File: src/rtl/join_any_pkg.sv
// Shared types and sizing for the registered 1-to-8 demultiplexer.
package join_any_pkg;

    localparam int WIDTH     = 8;
    localparam int NUM_PORTS = 8;
    localparam int SEL_W     = 4;
    localparam int PORT_W    = $clog2(NUM_PORTS);

    typedef logic [WIDTH-1:0] data_t;
    typedef logic [SEL_W-1:0] sel_t;

    typedef enum logic [PORT_W-1:0] {
        PORT_A, PORT_B, PORT_C, PORT_D,
        PORT_E, PORT_F, PORT_G, PORT_H
    } port_e;

endpackage

File: src/rtl/join_any_sel_decode.sv
// Select decoder: turns sel_i into a one-hot port enable plus an invalid flag.
// An out-of-range select yields an all-zero one-hot so no port is enabled.
module join_any_sel_decode
    import join_any_pkg::*;
(
    input  sel_t                 sel_i,
    output logic [NUM_PORTS-1:0] onehot_o,
    output logic                 invalid_o
);

    // Decode the select; defaults first so every path assigns both outputs.
    // NOTE: assigning defaults at the top of always_comb is what prevents latch inference.
    always_comb begin
        onehot_o  = '0;
        invalid_o = (sel_i >= sel_t'(NUM_PORTS));
        if (!invalid_o) begin
            onehot_o[sel_i[PORT_W-1:0]] = 1'b1;
        end
    end

endmodule

File: src/rtl/join_any_demux.sv
// Registered 1-to-8 demultiplexer. value_i is gated onto the port picked by
// sel_i and captured in a register bank; every other port registers zero.
// All outputs come straight from flops, so there is no input-to-output path.
module join_any_demux
    import join_any_pkg::*;
(
    input  logic        clk_i,
    input  logic        rst_i,      // asynchronous, active-low
    input  data_t       value_i,
    input  sel_t        sel_i,
    output data_t       a_o,
    output data_t       b_o,
    output data_t       c_o,
    output data_t       d_o,
    output data_t       e_o,
    output data_t       f_o,
    output data_t       g_o,
    output data_t       h_o,
    output logic        sel_err_o
);

    logic [NUM_PORTS-1:0] onehot;
    logic                 invalid;
    data_t                port_d [NUM_PORTS];
    data_t                port_q [NUM_PORTS];
    logic                 sel_err_q;

    join_any_sel_decode u_decode (
        .sel_i     (sel_i),
        .onehot_o  (onehot),
        .invalid_o (invalid)
    );

    // Gate the data word onto the selected port only; the rest get zero.
    always_comb begin
        for (int k = 0; k < NUM_PORTS; k++) begin
            port_d[k] = value_i & {WIDTH{onehot[k]}};
        end
    end

    // Output register bank and select-error flag.
    // NOTE: this is a small set of output flops, not a memory, so every entry is reset;
    //       non-blocking assignments keep all flops sampling the same pre-edge values.
    always_ff @(posedge clk_i or negedge rst_i) begin
        if (!rst_i) begin
            for (int k = 0; k < NUM_PORTS; k++) begin
                port_q[k] <= '0;
            end
            sel_err_q <= 1'b0;
        end else begin
            for (int k = 0; k < NUM_PORTS; k++) begin
                port_q[k] <= port_d[k];
            end
            sel_err_q <= invalid;
        end
    end

    assign a_o       = port_q[PORT_A];
    assign b_o       = port_q[PORT_B];
    assign c_o       = port_q[PORT_C];
    assign d_o       = port_q[PORT_D];
    assign e_o       = port_q[PORT_E];
    assign f_o       = port_q[PORT_F];
    assign g_o       = port_q[PORT_G];
    assign h_o       = port_q[PORT_H];
    assign sel_err_o = sel_err_q;

endmodule

File: config.mk
export PLATFORM = sky130hd
export DESIGN_NAME = join_any_demux
export DESIGN_NICKNAME = d
export VERILOG_FILES = /design/src/rtl/join_any_pkg.sv /design/src/rtl/join_any_sel_decode.sv /design/src/rtl/join_any_demux.sv
export SDC_FILE = /design/constraint.sdc
export NUM_CORES = 1
export LEC_CHECK = 0
export ABC_AREA = 1
export CORE_ASPECT_RATIO = 1.4
export CORE_UTILIZATION = 45
export DETAILED_ROUTE_END_ITERATION = 10
export HOLD_SLACK_MARGIN = 0.1
export PLACE_DENSITY = 0.82
export SETUP_SLACK_MARGIN = 0.5
export SLEW_MARGIN = 40
export SYNTH_ARGS = -nofsm -noshare
export SYNTH_HDL_FRONTEND = slang
export SYNTH_SLANG_ARGS = --single-unit
File: constraint.sdc
create_clock -name clk_i -period 1.7 [get_ports clk_i]
set_clock_uncertainty 0.2 [all_clocks]
set_input_delay 0.17 -clock clk_i [delete_from_list [all_inputs] [get_ports clk_i]]
set_output_delay 0.17 -clock clk_i [all_outputs]
set_load 0.05 [all_outputs]
==> results of run 1 <==
-- flip-flops by register name, summed over array words and instances, names as in the netlist --
name,flops
a_o,8
b_o,8
c_o,8
d_o,8
e_o,8
f_o,8
g_o,8
h_o,8
sel_err_o,1
-- area by class of cell --
cell class,instances,area (sq um)
Multi-Input combinational cell,78,323
Sequential cell,65,1630
Inverter,12,45.0
Tap cell,45,56.3
Clock buffer,14,163
Fill cell,268,1100
Timing Repair Buffer,80,890
-- through the flow --
stage	std cells	instance area [sq um]	hold slack (ps)	worst slack, ps	total power [uW]
2_1_floorplan	156	1970	-326	744	1740
3_3_place_gp	279	2650	-49.4	120	1870
3_5_place_dp	279	2650	-33.7	75.2	1870
4_1_cts	294	3070	135	424	2980
5_1_grt	294	3100	123	400	3070
6_report	294	3100	114	444	2970
-- Yosys cell counts, drive strengths merged --
library cell	instances	area share, %
nor2	69	13
dfrtp	65	83
inv	12	2.3
nand2	9	1.7
clkbuf	1	0.19
-- timing repair --
action | CTS | global route
gates resized for setup | 66 | 12
endpoints found under the setup margin | 121 | 174
gates cloned | 0 | 0
hold buffers | 1 | 0
endpoints found under the hold margin | 65 | 0
-- power by group --
group	switching [uW]	internal, uW	leakage [uW]
sequential	12.4	1570	0.000898
combinational	192	92.0	0.000697
clock	503	595	0.0000826
-- cell families (layout without fill, tap and decap cells) --
kind of cell	Yosys count	after routing	share of synthesized area, %
AND/OR/NAND/NOR	78	78	14.9
buffers and inverters	13	106	2.48
flip-flops	65	65	82.6
-- worst min path at each step --
stage | slack (ps) | to
finish | 110 | c_o[6]
global route | 120 | c_o[6]
CTS | 140 | c_o[6]
detailed placement | -30 | d_o[1]
global placement | -50 | d_o[1]
floorplan | -330 | a_o[0]
-- layer usage --
layer  up-vias  wire length (um)  track usage, %
li1        639                 -               -
met1       652              1650            25.6
met2        47              2450            34.7
met3         7               191            5.80
met4         0                51            9.29
met5         -                 0               0
==> run_results.csv, run 1 <==
group,metric,value,unit
sta,tns,0,ps
critical_path,cpMaxStageDelayCell,"dfrtp_1",
critical_path,path_buf_inv,1,
synth,syn-cell-area,0.00197,sq mm
final_layout,final_util,73.8,%
power_and_ir_drop,leakage,0.00168,uW
cts,post_cts.repair.setup_buffers,0,
detailed_routing,drt-pass1-iter-count,8,
floorplan,die_h,80.3,um
synth,yosysWarnings,0,
cts,clock_path_buffers,2,
run,drv_cap,0,
detailed_routing,viasPerCell,4.57,
critical_path,cp_max_fo,1,
cts,cts_tree,"done",
critical_path,cp_num_cells,1,
critical_path,critPathCaptureType,"output port",
critical_path,crit_path_max_incr_delay,390,ps
floorplan,coreArea,0.00420,sq mm
cts,clk_pin_slew,60,ps
sta,drv_slew,0,
detailed_routing,wirelength,4.34,mm
cts,cts_max_level,3,
sta,fin_crit,1260,ps
final_layout,area_growth_syn_to_layout,57.7,%
synth,ys_types,5,
power_and_ir_drop,peakVddDrop,0.676,mV
power_and_ir_drop,powerDensity,956,mW/mm^2
grt,antenna_found_initial,0,
place,port_buffers,78,
synth,yosysSeqAreaShare,82.6,%
sta,relSlewSlack,79.1,%
floorplan,die_w,57.9,um
critical_path,worstSetupPathType,"register to output port",
detailed_routing,drc,5,
synth,ys_seq_elements,65,
grt,track_usage,21.0,%
cts,cts_buffers,9,
floorplan,initial_utilization,46.8,%
detailed_routing,drt_iter0_markers,39,
final_layout,drive_gt1_share,36.1,%
sta,worstMarginPinSlew,313,ps
sta,fmax,796,MHz
final_layout,diodes,0,
sta,finalCritPeriodShare,73.9,%
cts,cts.sinks,65,
detailed_routing,avgRoutedWirePerCell,14.8,um
synth,syn_avg_cell_area,12.6,sq um
sta,hold_violations,0,
grt,grt_max_degree,46,
grt,globalRoute.totalOverflow,0,
detailed_routing,vias,1345,
run_status,violations,"design-rule violations",
worst_hold_path,hp-class,"input pin to async pin",
grt,grt_pass1_wl,6.80,mm
cts,root_buffer,"clkbuf_8",
sta,grt_setup_unrepaired,"yes",
final_layout,layout.nets,260,
sta,setup_viol,0,
critical_path,crit_chain,"buf_6",
critical_path,cp-endpoint,"g_o[6]",
place,gp_congestion,0.724,
grt,grt_pass1_vias,1342,
critical_path,cp-start-kind,"register",
critical_path,crit_required,1330,ps
synth,synth_nets,170,
floorplan,ios,79,
place,dp_hpwl,2.94,mm
critical_path,crit_family,"flip-flops",
detailed_routing,detail-route-antenna-nets,0,
floorplan,row_count,28,
floorplan,die_area,0.00465,sq mm
final_layout,layout_common_cells,"nor2_1, dfrtp_1, buf_6, inv_1, clkdlybuf4s50_1",
synth,syn_inst,156,
critical_path,worstPathArrival,890,ps
critical_path,startpoint,"g_o[6]",
run_status,status,"finished with violations",
(Power assumes the default switching activity.)
==> inputs of run 2 (changes only) <==
--- a/config.mk
+++ b/config.mk
@@ -7,10 +7,10 @@
 export LEC_CHECK = 0
 export ABC_AREA = 1
 export CORE_ASPECT_RATIO = 1.4
-export CORE_UTILIZATION = 45
+export CORE_UTILIZATION = 38
 export DETAILED_ROUTE_END_ITERATION = 10
 export HOLD_SLACK_MARGIN = 0.1
-export PLACE_DENSITY = 0.82
+export PLACE_DENSITY = 0.74
 export SETUP_SLACK_MARGIN = 0.5
 export SLEW_MARGIN = 40
 export SYNTH_ARGS = -nofsm -noshare
==> constraint.sdc (replaced) <==
create_clock -name clk_i -period 1.1 [get_ports clk_i]
set_clock_uncertainty 0.2 [all_clocks]
set_input_delay 0.11 -clock clk_i [delete_from_list [all_inputs] [get_ports clk_i]]
set_output_delay 0.11 -clock clk_i [all_outputs]
set_load 0.05 [all_outputs]
==> run_results.csv, run 2 (same netlist as run 1, synthesis figures left out) <==
group,metric,value,unit
sta,hold_violations,90,
sta,finalCritPeriodShare,114,%
floorplan,die_w,62.8,um
worst_hold_path,hp-class,"input pin to async pin",
floorplan,ios,79,
power_and_ir_drop,finalPower,5060,uW
final_layout,layout.cells.most_common,"buf_12",
floorplan,die_area,0.00548,sq mm
detailed_routing,viasPerCell,4.84,
power_and_ir_drop,leakage,0.00181,uW
grt,grt_pass1_wl,9.73,mm
final_layout,layout.nets,270,
critical_path,crit_family,"flip-flops",
power_and_ir_drop,powerDensity,1150,mW/mm^2
critical_path,crit_path_max_incr_delay,430,ps
sta,drv_slew,0,
final_layout,diodes,0,
sta,grt_setup_unrepaired,"yes",
cts,cts_max_level,3,
cts,cts.sinks,65,
detailed_routing,drt-pass1-iter-count,4,
sta,layout_setup_ws,-151,ps
critical_path,path_buf_inv,1,
place,pre_cts_ws,-510,ps
grt,grt_max_degree,53,
critical_path,crit_chain,"buf_12",
detailed_routing,vias,1564,
grt,globalRoute.totalOverflow,0,
floorplan,row_count,30,
sta,fin_crit,1250,ps
sta,relSlewSlack,81.5,%
floorplan,die_h,87.2,um
grt,track_usage,25.9,%
critical_path,worstSetupPathType,"register to output port",
detailed_routing,wirelength,7.82,mm
cts,cts_buffers,9,
final_layout,stdcell_count,323,
detailed_routing,avgRoutedWirePerCell,24.2,um
place,dp_hpwl,3.66,mm
sta,worstMarginPinSlew,277,ps
detailed_routing,drc,0,
power_and_ir_drop,peakVddDrop,1.08,mV
cts,root_buffer,"clkbuf_8",
grt,antenna_found_initial,0,
sta,setup_viol,65,
detailed_routing,drt_iter0_markers,51,
sta,fmax,799,MHz
floorplan,initial_utilization,40.0,%
run_status,violations,"negative hold slack, negative setup slack",
sta,tns,-8290,ps
final_layout,drive_gt1_share,94.6,%
run,drv_cap,0,
run_status,status,"finished with violations",
place,gp_congestion,0.727,
place,port_buffers,78,
place,dpl.cell_count,303,
floorplan,coreArea,0.00492,sq mm
cts,clk_pin_slew,80,ps
cts,clock_path_buffers,2,
final_layout,final_util,89.8,%
final_layout,area_growth_syn_to_layout,124,%
critical_path,cpMaxStageDelayCell,"dfrtp_2",
critical_path,cp-start-kind,"register",
grt,grt_pass1_vias,1690,
critical_path,worstPathArrival,940,ps
critical_path,cp_max_fo,1,
final_layout,fill_cells,159,
critical_path,crit_required,790,ps
cts,cts_tree,"done",
detailed_routing,detail-route-antenna-nets,0,
sta,timing.hold.ws,-456,ps
critical_path,critPathCaptureType,"output port",
final_layout,layout_common_cells,"buf_12, dfrtp_2, nor2_4, nor2_2, clkbuf_8",
## run 2: cell types whose count changed in the layout (fill, tap and decap cells not counted), moves of 11 or more
cell	before	now
dfrtp_2	0	65
clkdlybuf4s50_1	12	0
buf_6	65	7
dfrtp_1	65	0
nor2_2	4	18
inv_1	12	1
buf_12	1	67
nor2_1	65	5
nor2_4	0	46
## run 2: path summary, 6_finish.rpt
path	to	slack (ps)	from	depth (start not counted)
setup / recovery	g_o[6]	-150	g_o[6]	1
hold / removal	b_o[5]	-460	rst_i	2
max in group asynchronous	g_o[3]	870	rst_i	2
min in group clk_i	sel_err_o	-310	sel_i[3]	1
## run 2: final cells by class
| type | count | area (sq um) | area share (%) |
|---|---|---|---|
| multi-input combinational | 78 | 798 | 18.1 |
| clock inverter | 3 | 17.5 | 0.397 |
| tap | 64 | 80.1 | 1.81 |
| clock buffer | 11 | 151 | 3.43 |
| inverter | 12 | 87.6 | 1.98 |
| sequential | 65 | 1710 | 38.7 |
| timing repair buffer | 90 | 1570 | 35.6 |
## run 2: per-layer routing
layer	wire length, um	part of all wire [%]	up-vias	track usage, %
li1	-	-	669	-
met1	2700	34	817	28.1
met2	4710	60	60	45.2
met3	217	2.8	18	6.81
met4	191	2.4	0	16.1
met5	0	0	-	0
## run 2: repair_timing
action / CTS / global route
hold endpoints to repair: 130 / 130
endpoints found under the setup margin: 130 / 129
setup buffers: 3 / 3
gates resized for setup: 113 / 71
pin swaps: 16 / 16
## run 2: metrics by stage
step | hold slack, ps | area [sq um]
floorplan | -386 | 2130
global placement | -107 | 3690
detailed placement | -99.2 | 3690
CTS | -465 | 4130
global route | -450 | 4420
finish | -456 | 4420
## run 2: where the power goes
part / leakage (uW) / switching, uW / internal [uW]
clock: 0.0000871 / 932 / 908
combinational: 0.000931 / 466 / 285
sequential: 0.000793 / 37.0 / 2430
total: 0.00181 / 1440 / 3630
==> RTL change 1: new RTL, flow settings as in run 1 <==
`WIDTH`: 8 -> 12.
--- a/src/rtl/join_any_pkg.sv
+++ b/src/rtl/join_any_pkg.sv
@@ -1,7 +1,7 @@
 // Shared types and sizing for the registered 1-to-8 demultiplexer.
 package join_any_pkg;
 
-    localparam int WIDTH     = 8;
+    localparam int WIDTH     = 12;
     localparam int NUM_PORTS = 8;
     localparam int SEL_W     = 4;
     localparam int PORT_W    = $clog2(NUM_PORTS);
Interface: changed (9 resized); port bits go from 79 to 115. The function was not compared with the original's and may differ.
==> RTL change 1 against run 1 <==
The flow still finishes with violations (design-rule violations). Die area rose by 50%. Sequential cell count rose by 32. Worst setup slack got worse by 0.048 ns. Cell area rose by 52%. Synthesized area rose by 52%. Clock power rose by 63%. Via count rose by 59%. Routed wire length rose by 71%. First-iteration DRC count rose to 5.0 times the old value. Total power rose by 54%. Combinational power rose by 51%. Final cell count rose by 50%. Critical path depth did not move. Largest power group unchanged.
==> RTL change 1: results (changes against run 1) <==
| Metric | Value |
|---|---|
| Met1 Use GR | `0.261 (+0.00443)` |
| Net count, final | `383 (+47%)` |
| Worst-margin pin slew | `0.409 ns (+0.0959 ns)` |
| Commonest cells post-synth | `99 x nor2_1, 97 x dfrtp_1, 16 x inv_1, 9 x nand2_1, 5 x buf_6` |
| Tcrit/Tclk final | `0.767 (+0.0282)` |
| Vias in the first global route | `2315 (+73%)` |
| DR pass1 iterations | `9 (+1)` |
| First-pass GRT wire length | `11700 um (+72%)` |
| Sequential fraction of the synthesis area | `0.812 (-0.0141)` |
| Distinct cell type count after synthesis | `10 (+5)` |
| GRT Total Usage | `0.231 (+0.0201)` |
| Hpwl dp | `4810 um (+63%)` |
| Placed insts | `424 (+52%)` |
| Final-layout fill cell count | `414 (+54%)` |
| CTS clk-pin slew, worst paths | `0.10 ns (+0.04 ns)` |
| DR iter-0 viols | `194 (+400%)` |
| Failing checks | `design-rule violations` |
| Wire length on met3 | `393 um (+110%)` |
| CP Launch Point | `d_o[10]` |
| Outcome | `finished, violations left` |
| GR Util met2 | `0.406 (+0.0589)` |
| CP peak stage delay | `0.42 ns (+0.03 ns)` |
| DRC Markers | `2 (-3)` |
| Net Switching | `1070 uW (+51%)` |
| PortBufs | `114 (+46%)` |
| Routed len/inst | `16.8 um (+14%)` |
| Leakage | `0.00258 uW (+54%)` |
| Syn_nets | `250 (+47%)` |
| Worst slack, placed | `0.0522 ns (-0.0230 ns)` |
| Mean cell area of the mapped netlist | `12.9 um^2 (+2.1%)` |
-- RTL change 1: cell count changes after synthesis --
cell and delta:
inv_1 +4, buf_4 +1, buf_6 +5, nor2_2 +1, nor2_1 +30, buf_2 +2, dfrtp_1 +32, nor2_4 +1
-- RTL change 1: cell type report --
cell class                 count  share of cell area
timing repair buffer         131               0.304
clock buffer                  10              0.0293
tap                           72              0.0192
inverter                      16              0.0128
clock inverter                 6              0.0239
multi-input combinational    110              0.0952
sequential                    97               0.516
-- RTL change 1: power groups by stage --
stage / combinational (uW) / sequential (uW) / clock (uW)
floorplan: 68.8 / 2540 / 0
global placement: 390 / 2400 / 0
detailed placement: 398 / 2400 / 0
CTS: 425 / 2360 / 1810
global route: 458 / 2370 / 1910
finish: 429 / 2360 / 1790
-- RTL change 1: logic make-up (layout without fill, tap and decap cells) --
family	Yosys count	in the layout	synth area share
flops	97	97	0.812
simple gates	110	110	0.142
buf+inv	25	163	0.0461
-- RTL change 1: metrics by stage --
| step | util | area (um^2) | hold WS [ns] |
|---|---|---|---|
| 2_1_floorplan | - | 2990 | -0.326 |
| 3_3_place_gp | 0.641 | 4030 | -0.0755 |
| 3_5_place_dp | 0.641 | 4030 | -0.0701 |
| 4_1_cts | 0.741 | 4660 | 0.0899 |
| 5_1_grt | 0.747 | 4700 | 0.129 |
| 6_report | 0.747 | 4700 | 0.0866 |
-- RTL change 1: timing repair --
| action | in CTS | in global routing |
|---|---|---|
| resized for setup | 99 | 9 |
| setup endpoints to repair | 114 | 176 |
| endpoints found under the hold margin | 97 | 1 |
| hold buffers | 1 | 1 |
| pin swaps | 0 | 0 |
==> RTL change 2: new RTL, config.mk and constraints of run 1 <==
Without the edit above. Register the output `d_o`, without a reset; this adds one clock of latency there. The other outputs are not delayed to match.
--- a/src/rtl/join_any_demux.sv
+++ b/src/rtl/join_any_demux.sv
@@ -58,7 +58,9 @@
     assign a_o       = port_q[PORT_A];
     assign b_o       = port_q[PORT_B];
     assign c_o       = port_q[PORT_C];
-    assign d_o       = port_q[PORT_D];
+    always_ff @(posedge clk_i) begin
+        d_o <= port_q[PORT_D];
+    end
     assign e_o       = port_q[PORT_E];
     assign f_o       = port_q[PORT_F];
     assign g_o       = port_q[PORT_G];
Function: changed (Yosys sat finds a counterexample within 4 cycles, from zero or initial values and one cycle with rst_i low).
==> RTL change 2 against run 1 <==
Sequential cell count up 8. Sequential share of layout area down 0.60 points. Worst hold slack worse by 0.031 ns. Cell area up 12%. Synthesized area up 29%. Routed wire length up 17%. Combinational power up 9.2%. Worst setup slack worse by 0.011 ns. Clock power up 37%. Sequential power up 12%. Die area up 29%. Total power up 21%.
==> RTL change 2: results (changes against run 1) <==
| Metric | Value |
|---|---|
| Setup violators final | `0 (unchanged)` |
| Syn_nets | `234 (+38%)` |
| Vias per cell | `4.41 (-3.5%)` |
| H-tree levels | `3 (unchanged)` |
| Hold Path Sink | `c_o[2]` |
| Routed WL | `5060 um (+17%)` |
| Layout cell share with drive strength beyond 1 | `0.391 (+0.0294)` |
| Hpwl dp | `3310 um (+12%)` |
| Vias in the first global route | `1522 (+13%)` |
| Met1 Use GR | `0.232 (-0.0244)` |
| Pint | `2810 uW (+24%)` |
| Net count, final | `270 (+3.8%)` |
| Max stage delay cell, worst path | `dfrtp_1` |
| Async set-reset flop share out of synthesis | `0.890 (-0.110)` |
| Leakage | `0.00187 uW (+12%)` |
| Worst hold path class | `in2reg` |
| Crit path DAT | `0.90 ns` |
| R2R cell count | `0` |
| Mean cell area of the mapped netlist | `11.6 um^2 (-8.2%)` |
| Sequential fraction of the synthesis area | `0.701 (-0.125)` |
| Critical R2R Launch | `port_q[39]` |
| PortBufs | `78 (unchanged)` |
| Commonest cells post-synth | `69 x nor2_1, 65 x dfrtp_1, 56 x buf_4, 12 x inv_1, 9 x nand2_1` |
| Hold Startpoint | `sel_i[0]` |
| Hold WS | `0.0834 ns (-0.0308 ns)` |
| Final-layout fill cell count | `403 (+50%)` |
| Slew margin rel. | `0.766 (-0.0248)` |
| Placed inst area | `0.00284 mm^2 (+7.1%)` |
| Max FO, Critical Path | `1 (unchanged)` |
| DR pass1 iterations | `4 (-4)` |
| CTS root buf | `clkbuf_8` |
| Final Wtd Congestion | `0.759 (+4.9%)` |
| Outcome | `finished, final reports clean` |
| CP peak stage delay | `0.40 ns` |
| First-pass GRT wire length | `7910 um (+16%)` |
| GRT Total Usage | `0.191 (-0.0197)` |
| Synth Warn # | `0 (unchanged)` |
| Placed insts | `310 (+11%)` |
| DR iter-0 viols | `37 (-5.1%)` |
| Clk buf depth | `2 (unchanged)` |
| Met3 Use GR | `0.0264 (-0.0316)` |
| Worst R2R End | `d_o[7]` |
| Maximum vdd drop | `0.000515 V (-24%)` |
| Reg2reg setup slack | `1.03 ns` |
| Main area contributors after synthesis | `dfrtp_1 64%, buf_4 16%, nor2_1 10%` |
| Hold Path Depth | `4` |
| Pin count of the biggest net entering global routing | `66 (+43%)` |
| Num CTS Buffers | `9 (unchanged)` |
| GR Util met2 | `0.314 (-0.0336)` |
| Distinct cell type count after synthesis | `7 (+2)` |
| Synth Flop Type | `dfrtp_1` |
| Post-route insts no fill | `329 (+12%)` |
| Die area | `0.00597 mm^2 (+29%)` |
| Worst path top cell family by delay | `flip-flops` |
| Clock Latency Late Sink | `0.33 ns` |
| Diodes inserted | `0 (unchanged)` |
| CTS clk-pin slew, worst paths | `0.07 ns` |
| Number of antenna violations at the first check in global routing | `0 (unchanged)` |
RTL change 2: cell families after synthesis:
kind of cell	after synthesis	share of synthesized area
flip-flops	73	0.701
AND/OR/NAND/NOR	78	0.115
buffers and inverters	69	0.184
RTL change 2: stage by stage:
stage | util | worst slack (ns)
floorplan | - | 0.743
global placement | 0.518 | 0.121
detailed placement | 0.518 | 0.125
CTS | 0.609 | 0.421
global route | 0.632 | 0.409
finish | 0.632 | 0.433
RTL change 2: final cells by class:
type	instances	area [um^2]	area share
clock buffer	14	173	0.0498
clock inverter	2	60.1	0.0173
multi-input combinational	78	368	0.106
tap	68	85.1	0.0245
timing repair buffer	82	940	0.271
inverter	12	45.0	0.0130
sequential	73	1800	0.518
RTL change 2: how the worst max path moves through the flow:
stage,start,to,slack (ns),depth (start not counted)
after CTS,c_o[7],c_o[7],0.42,1
after global placement,sel_i[0],b_o[7],0.12,5
after detailed placement,sel_i[3],e_o[7],0.12,4
after floorplan,d_o[0],d_o[0],0.74,0
final,c_o[7],c_o[7],0.43,1
after global routing,c_o[7],c_o[7],0.41,1
RTL change 2: power groups by stage:
stage	Sequential [uW]	Clock [uW]	Combinational [uW]
3_5_place_dp	1800	0	267
5_1_grt	1780	1620	330
4_1_cts	1780	1540	287
6_report	1780	1510	310
3_3_place_gp	1800	0	263
2_1_floorplan	1820	0	152
RTL change 2: metal layers:
layer / routed length, um / share of wire
met1: 1910 / 0.38
met2: 2770 / 0.55
met3: 242 / 0.048
met4: 144 / 0.028
met5: 0 / 0
RTL change 2: what timing repair did:
action	4_1_cts	5_1_grt
endpoints found under the hold margin	65	1
pin swaps	0	2
hold buffers	1	1
setup endpoints to repair	73	129
gates resized for setup	70	31
cloned	0	0
setup buffers	0	1
